### config.mk
export PLATFORM = sky130hd
export DESIGN_NAME = alu_operand_stage
export DESIGN_NICKNAME = d
export VERILOG_FILES = /design/src/rtl/alu_operand_stage_pkg.sv /design/src/rtl/operand_fwd_mux.sv /design/src/rtl/alu_operand_stage.sv
export SDC_FILE = /design/constraint.sdc
export NUM_CORES = 1
export LEC_CHECK = 0
export ABC_AREA = 1
export BUFFER_PORTS_ARGS = -buffer_cell sky130_fd_sc_hd__buf_4
export CORE_AREA = 5 5 100 102
export DETAILED_ROUTE_END_ITERATION = 12
export DIE_AREA = 0 0 105 107
export PLACE_DENSITY = 0.88
export SYNTH_ARGS = -nofsm -noshare
export SYNTH_HDL_FRONTEND = slang
export SYNTH_HIERARCHICAL = 1
export SYNTH_SLANG_ARGS = --single-unit
### constraint.sdc
create_clock -name clk -period 1.49 [get_ports clk]
set_input_delay 0.2235 -clock clk [delete_from_list [all_inputs] [get_ports clk]]
set_output_delay 0.2235 -clock clk [all_outputs]
set_load 0.02 [all_outputs]
### src/rtl/alu_operand_stage_pkg.sv
// Shared widths and immediate-extension encodings for the operand stage.
// Imported by the operand stage and the decoder.
package alu_operand_stage_pkg;

  localparam int DEF_DATA_W = 16;
  localparam int DEF_IMM_W  = 8;
  localparam int DEF_REG_AW = 4;
  localparam int DEF_CNT_W  = 16;

  typedef enum logic [1:0] {
    IMM_SEXT  = 2'b00,
    IMM_ZEXT  = 2'b01,
    IMM_UPPER = 2'b10,
    IMM_MERGE = 2'b11
  } imm_mode_e;

endpackage

### src/rtl/operand_fwd_mux.sv
// EX/MEM priority forwarding for one source operand.
// Ports: ra/rp (rf addr/data), ex_*/mem_* (writeback), op (result), fwd.
module operand_fwd_mux #(
  parameter int DATA_W = 16,
  parameter int REG_AW = 4
) (
  input  logic [REG_AW-1:0] ra,
  input  logic [DATA_W-1:0] rp,
  input  logic              ex_we,
  input  logic [REG_AW-1:0] ex_wa,
  input  logic [DATA_W-1:0] ex_wd,
  input  logic              mem_we,
  input  logic [REG_AW-1:0] mem_wa,
  input  logic [DATA_W-1:0] mem_wd,
  output logic [DATA_W-1:0] op,
  output logic              fwd
);

  logic nz, ex_hit, mem_hit;

  // r0 is hardwired zero, so a write to it is never forwarded
  assign nz      = |ra;
  assign ex_hit  = nz & ex_we & (ex_wa == ra);
  assign mem_hit = nz & mem_we & (mem_wa == ra);

  always_comb begin
    op  = rp;
    fwd = 1'b0;
    if (ex_hit) begin
      op  = ex_wd;
      fwd = 1'b1;
    end else if (mem_hit) begin
      op  = mem_wd;
      fwd = 1'b1;
    end
  end

endmodule

### src/rtl/alu_operand_stage.sv
// Registered ALU operand select with forwarding, imm extension,
// valid/ready stall/flush and a saturating forwarding-event counter.
module alu_operand_stage
  import alu_operand_stage_pkg::*;
#(
  parameter int DATA_W = DEF_DATA_W,
  parameter int IMM_W  = DEF_IMM_W,
  parameter int REG_AW = DEF_REG_AW,
  parameter int CNT_W  = DEF_CNT_W
) (
  input  logic              clk,
  input  logic              rst_n,
  input  logic              in_valid,
  output logic              in_ready,
  input  logic [DATA_W-1:0] rf_p0,
  input  logic [DATA_W-1:0] rf_p1,
  input  logic [REG_AW-1:0] rf_a0,
  input  logic [REG_AW-1:0] rf_a1,
  input  logic [IMM_W-1:0]  imm,
  input  logic [1:0]        imm_mode,
  input  logic              src1_sel,
  input  logic              ex_we,
  input  logic [REG_AW-1:0] ex_wa,
  input  logic [DATA_W-1:0] ex_wd,
  input  logic              mem_we,
  input  logic [REG_AW-1:0] mem_wa,
  input  logic [DATA_W-1:0] mem_wd,
  input  logic              flush,
  output logic              out_valid,
  input  logic              out_ready,
  output logic [DATA_W-1:0] src0,
  output logic [DATA_W-1:0] src1,
  output logic [CNT_W-1:0]  fwd_cnt
);

  localparam int LO_W = DATA_W - IMM_W;

  logic              valid_q;
  logic [DATA_W-1:0] src0_q, src0_d;
  logic [DATA_W-1:0] src1_q, src1_d;
  logic [CNT_W-1:0]  cnt_q, cnt_d;

  logic [DATA_W-1:0] op0, op1, ext;
  logic              fwd0, fwd1, use1, xfer;
  logic [1:0]        inc;
  logic [CNT_W:0]    sum;

  operand_fwd_mux #(
    .DATA_W(DATA_W),
    .REG_AW(REG_AW)
  ) u_fwd0 (
    .ra    (rf_a0),
    .rp    (rf_p0),
    .ex_we (ex_we),
    .ex_wa (ex_wa),
    .ex_wd (ex_wd),
    .mem_we(mem_we),
    .mem_wa(mem_wa),
    .mem_wd(mem_wd),
    .op    (op0),
    .fwd   (fwd0)
  );

  operand_fwd_mux #(
    .DATA_W(DATA_W),
    .REG_AW(REG_AW)
  ) u_fwd1 (
    .ra    (rf_a1),
    .rp    (rf_p1),
    .ex_we (ex_we),
    .ex_wa (ex_wa),
    .ex_wd (ex_wd),
    .mem_we(mem_we),
    .mem_wa(mem_wa),
    .mem_wd(mem_wd),
    .op    (op1),
    .fwd   (fwd1)
  );

  assign in_ready = !valid_q | out_ready;
  assign xfer     = in_valid & in_ready;

  always_comb begin
    ext = '0;
    case (imm_mode_e'(imm_mode))
      IMM_SEXT:  ext = {{LO_W{imm[IMM_W-1]}}, imm};
      IMM_ZEXT:  ext = {{LO_W{1'b0}}, imm};
      IMM_UPPER: ext = {imm, {LO_W{1'b0}}};
      IMM_MERGE: ext = {imm, op1[LO_W-1:0]};
      default:   ext = '0;
    endcase
  end

  // operand 1 is consumed by the merge mode even when imm is selected
  assign use1 = src1_sel | (imm_mode == IMM_MERGE);
  assign inc  = {1'b0, fwd0} + {1'b0, fwd1 & use1};
  assign sum  = {1'b0, cnt_q} + {{(CNT_W-1){1'b0}}, inc};

  always_comb begin
    src0_d = op0;
    src1_d = src1_sel ? op1 : ext;
    cnt_d  = sum[CNT_W] ? '1 : sum[CNT_W-1:0];
  end

  always_ff @(posedge clk or negedge rst_n) begin
    if (!rst_n) begin
      valid_q <= 1'b0;
      src0_q  <= '0;
      src1_q  <= '0;
      cnt_q   <= '0;
    end else if (flush) begin
      valid_q <= 1'b0;
    end else if (xfer) begin
      valid_q <= 1'b1;
      src0_q  <= src0_d;
      src1_q  <= src1_d;
      cnt_q   <= cnt_d;
    end else if (out_ready) begin
      valid_q <= 1'b0;
    end
  end

  assign out_valid = valid_q;
  assign src0      = src0_q;
  assign src1      = src1_q;
  assign fwd_cnt   = cnt_q;

endmodule

Word level (Yosys, flattened, before mapping):

Index checks and enable logic that the tools add are counted.

* flip-flop bits (word level): 49
* input port bits: 98
* output and inout bits: 50
* logic and storage cells: 46

* $add $sub $neg: 2
* equality and inequality tests: 7
* muxes and demuxes: 14
* bitwise gates (word level): 13
* reductions and logical operators: 6

Operators with widths (number)
* $mux 16: 6
* $pmux 16 s4: 1
* $add 16x2->17: 1
* $eq 4x4->1: 4
* $and 1x1->1: 10
* $reduce_or 4->1: 2
* $mux 1: 7
* $eq 2x2->1 const B: 2
* $reduce_bool 3->1: 1
* $add 1x1->2: 1
* $eq 2x1->1 const B: 1
* $logic_not 2->1: 1
* $or 1x1->1: 2
* $reduce_and 2->1: 1
* $logic_not 1->1: 1
* $not 1->1: 1

Depth between registers and ports, before layout:

* word-level depth: 9
* depth in mapped cells: 18
* mapped depth without buffers: 17

By module:

Netlist, hierarchy kept.

Modules (own cells, without submodules)
* alu_operand_stage: times used 1, cells each 323, area an instance 2514.9 um2, sequential area each 1226.2 um2
* operand_fwd_mux: times used 2, cells each 160, area an instance 772.0 um2, sequential area each 0.0 um2

Least setup slack after synthesis:

OpenSTA, ideal clock, no wires.

* path kind: input -> register
* start point: input port mem_wa[3]
* end point: register cnt_q[4], in the netlist fwd_cnt[4]
* setup time: 0.066 ns
* arrival: 2.083 ns
* required time: 1.424 ns
* slack: -0.659 ns
* cell stages on the path: 16
* buffers on the path: 1
* path through: inv_1 nand2_1 nand2_1 nor2_8 nand3_4 buf_6 nand2_1 inv_1 nor2_1 fa_1 ha_1 inv_1 nor2_1 nand3_1 or2_2 nand3_2

* word-level cells in the longest chain between the ends: 8
* elaborated cells between the ends (all ways): 12
* classes of those cells: 2 x add/sub; 2 x eq/ne; 5 x mux; 3 x bitwise

Ends and longest elaborated chain
* from (decl): RTL line alu_operand_stage.sv:26 `input logic [REG_AW-1:0] mem_wa,`
* $eq 4x4->1: RTL line operand_fwd_mux.sv:24 `assign mem_hit = nz & mem_we & (mem_wa == ra);`
* $and 1x1->1: RTL line operand_fwd_mux.sv:24
* $mux 1: RTL line operand_fwd_mux.sv:32 `end else if (mem_hit) begin`
* $mux 1: RTL line operand_fwd_mux.sv:29 `if (ex_hit) begin`
* via fwd1: RTL line alu_operand_stage.sv:44 `logic fwd0, fwd1, use1, xfer;`
* $and 1x1->1: RTL line alu_operand_stage.sv:96 `assign inc = {1'b0, fwd0} + {1'b0, fwd1 & use1};`
* $add 1x1->2: RTL line alu_operand_stage.sv:96
* $add 16x2->17: RTL line alu_operand_stage.sv:97 `assign sum = {1'b0, cnt_q} + {{(CNT_W-1){1'b0}}, inc};`
* $mux 16: RTL line alu_operand_stage.sv:102 `cnt_d = sum[CNT_W] ? '1 : sum[CNT_W-1:0];`
* to (signal assigned): RTL line alu_operand_stage.sv:117 `cnt_q <= cnt_d;`
* to (decl): RTL line alu_operand_stage.sv:41 `logic [CNT_W-1:0] cnt_q, cnt_d;`

The timed path passes the listed nets, and every way through them passes these cells.
A chain may end at the register's enable or synchronous reset.

Worst setup path after layout:

* start point: input port rf_a1[2]
* end point: register cnt_q[10], in the netlist fwd_cnt[10]

* word-level cells in the longest chain between the ends: 9
* elaborated cells between the ends (all ways): 13
* classes of those cells: 2 x add/sub; 2 x eq/ne; 3 x mux; 5 x bitwise; 1 x reduce/logical

Ends and longest elaborated chain
* from (decl): RTL line alu_operand_stage.sv:18 `input logic [REG_AW-1:0] rf_a1,`
* $reduce_or 4->1: RTL line operand_fwd_mux.sv:22 `assign nz = |ra;`
* $and 1x1->1 (2 in series): RTL line operand_fwd_mux.sv:24
* $mux 1: RTL line operand_fwd_mux.sv:32
* $mux 1 (*): RTL line operand_fwd_mux.sv:29
* via fwd1: RTL line alu_operand_stage.sv:44
* $and 1x1->1 (*): RTL line alu_operand_stage.sv:96
* $add 1x1->2 (*): RTL line alu_operand_stage.sv:96
* $add 16x2->17 (*): RTL line alu_operand_stage.sv:97
* $mux 16 (*): RTL line alu_operand_stage.sv:102

Mark *: on every way through the listed nets, which the timed path passes. The rest lies on a longest branch.

==> reports/qor.tcl <==
set qor(die-area_um2) 11200
set qor(dr_iter_0_viols) 323
set qor(place.gp.congestion) 0.906
set qor(rsz_0062_raised_after_global_routing) {yes}
set qor(placementRows) 35
set qor(tightest_slew_ps) 621
set qor(design_power_total_uw) 4450
set qor(vias) 4818
set qor(vdd_ir_drop_max_mv) 0.474
set qor(ys_seq_elements) 49
set qor(synth.top_cells.by_area) {dfrtp_1 (30%), nand2_1 (20%), inv_1 (9.9%)}
set qor(most-common-layout-cells) {nand2_1 (200), buf_4 (165), inv_1 (100), nand3_1 (63), dfrtp_1 (49)}
set qor(synth_nets) 743
set qor(max_cap_viols) 0
set qor(detail_route.wirelength_mm) 13.6
set qor(fp.dieW_um) 105
set qor(design.final.nets) 902
set qor(fraction_of_the_core_area_covered_by_cells_at_the_end_of_the_flow_pct) 64.4
set qor(postLayoutSetupSlackWorst_ps) -316
set qor(vias_per_cell) 5.27
set qor(detailedRoute.firstPassIterationCount) 5
set qor(post_detailed_route_drc_marker_count) 0
set qor(wl_met1_mm) 5.43
set qor(drtAntennaViolNets) 0
set qor(ios) 148
set qor(synthDominantAreaCellType) {dfrtp_1}
set qor(die_height_um) 107
set qor(cp_data_arrival_time_ps) 2050
set qor(clkTransAtPathRegs_ps) 100
set qor(numCtsBuffers) 5
set qor(synthesis.instances) 643
set qor(met2RoutedLength_mm) 6.45
set qor(top_layer_in_use) {met4}
set qor(postSynthAreaPerCell_um2) 6.31
set qor(clock_tree.htree_level_count) 2
set qor(max_freq_ghz) 0.554
set qor(final_min_period_over_clock_period_pct) 121
set qor(initial_util_pct) 45.0
set qor(globalRouteOverflowTotal) 0
set qor(power.density_cell_area_nw_per_um2) 765
set qor(num_antenna_cells) 0
set qor(wire_per_inst_um) 14.9
set qor(most_frequent_standard_cell_in_the_layout_excluding_fill_and_tap_cells) {nand2_1}
set qor(yosys.cell_types.count) 31
set qor(yosys_warnings) 6
set qor(clk-insertion-delay-late_ps) 310
set qor(worst_ep_required_time_ps) 1730
set qor(setup_viol_count_final) 16
set qor(place.detailed.hpwl_mm) 10.3
set qor(failing_checks) {setup timing}
set qor(routed_length_on_met3_mm) 1.22
set qor(critical_path.endpoint_type) {flop}
set qor(totalNegativeSetupSlack_ps) -4600
set qor(clk_path_buf_depth) 2
set qor(crit_path_start_kind) {primary input}
set qor(synth.top_cell.area_share_pct) 30.2
set qor(cts_tree) {built}
set qor(leakage_uw) 0.00333
set qor(grt_pass1_vias) 4578
set qor(drive_above_1_share_pct) 36.1
set qor(cts_root_buf) {clkbuf_8}
set qor(grt_first_pass_wirelength_mm) 21.8
set qor(worst-path-max-fanout) 5
set qor(number_of_pins_exceeding_their_max_slew_limit_in_the_final_report) 0
set qor(synth.yosys.seq_area_share_pct) 30.2
set qor(core_region_area_um2) 9020
set qor(numPortBuffers) 147
set qor(area_growth_syn_to_layout_pct) 43.2
set qor(finalHoldViolations) 0
set qor(critPathKind) {primary input to flop}
set qor(slew_headroom_pct) 58.6
set qor(final.setup_skew_ps) 11.5
set qor(synth.cell_area_um2) 4060
set qor(run_status) {complete, but fails checks}
set qor(numClockSinks) 49
set qor(worst_hold_path_type) {primary input to flop}
set qor(grt_max_degree) 50
set qor(gr-usage-all-layers_pct) 23.4
set qor(antenna_violations_before_repair) 0
set qor(post-place-ws_ps) -688
set qor(period_minus_slack_ps) 1810
[repair_timing]
item                                    4_1_cts  5_1_grt
pin swaps                                    23       11
endpoints found under the setup margin       16       25
setup buffers                                 1        0
cloned                                        1        0
hold buffers                                  1        0
endpoints found under the hold margin        49        0
resized for setup                            33       24
[sequential cells by signal, indices dropped and copies added (netlist names)]
register and count:
fwd_cnt 16, src1 16, src0 16, out_valid 1
[synthesized netlist by cell type (all sizes together)]
library cell,instances
a21oi,19
buf,23
clkinv,1
dfrtp,49
fa,1
ha,1
inv,119
nand2,240
nand3,83
nand3b,1
nand4,37
nor2,39
nor3,2
o21ai,21
o22ai,2
or2,2
xnor2,1
xor2,2
[power by group]
| part | leakage, uW | internal, uW | switching, uW | total, uW |
|---|---|---|---|---|
| sequential | 0.000614 | 1530 | 185 | 1710 |
| combinational | 0.00266 | 768 | 990 | 1760 |
| clock | 0.0000585 | 504 | 473 | 977 |
[critical path, stage by stage]
cell and delay [ps]:
buf_8 110, inv_2 30, nand2_1 40, nand2_1 80, nand2_1 80, inv_2 90
nand3_4 60, nand2_2 80, inv_2 40, nor2_4 100, fa_2 260, ha_4 180
inv_4 40, nor2_4 130, nand3_4 120, nor2_4 160, nand3_1 110, nand3_2 80
[cell type report]
type | instances | area [um^2]
clock buffer | 5 | 68.8
clock inverter | 3 | 43.8
fill | 792 | 3210
inverter | 120 | 485
multi-input combinational | 452 | 2480
sequential | 49 | 1230
tap | 111 | 139
timing repair buffer | 174 | 1370
[cells by family after synthesis]
family / count (synthesis) / synth area share (%)
compound gates: 42 / 5.24
xor+xnor: 3 / 0.647
fa+ha+maj: 2 / 0.801
buf+inv: 143 / 15.0
flops: 49 / 30.2
simple gates: 404 / 48.1
[final timing paths]
| path | cells after the start | end | slack (ps) | from |
|---|---|---|---|---|
| setup / recovery | 18 | fwd_cnt[10] | -320 | rf_a1[2] |
| hold / removal | 2 | out_valid | 100 | flush |
| setup reg to reg | 8 | fwd_cnt[10] | -120 | fwd_cnt[0] |
| hold reg to reg | 2 | src0[12] | 490 | src0[12] |
| max in group asynchronous | 2 | src0[15] | 590 | rst_n |
| min in group asynchronous | 2 | fwd_cnt[13] | 470 | rst_n |
[metal layers]
metal,track usage (%),vias up
li1,-,2329
met1,30.3,2203
met2,38.5,240
met3,4.82,46
met4,9.04,0
met5,0,-
[metrics by stage]
stage                     hold WS (ps)  instance area [um^2]  instances
final                             98.0                  5810        914
after global routing              99.3                  5810        914
after CTS                         92.1                  5730        914
after detailed placement           287                  5450        903
after global placement             275                  5450        903
after floorplan                  -72.1                  4180        643
Power figures use the tool's default switching activity.
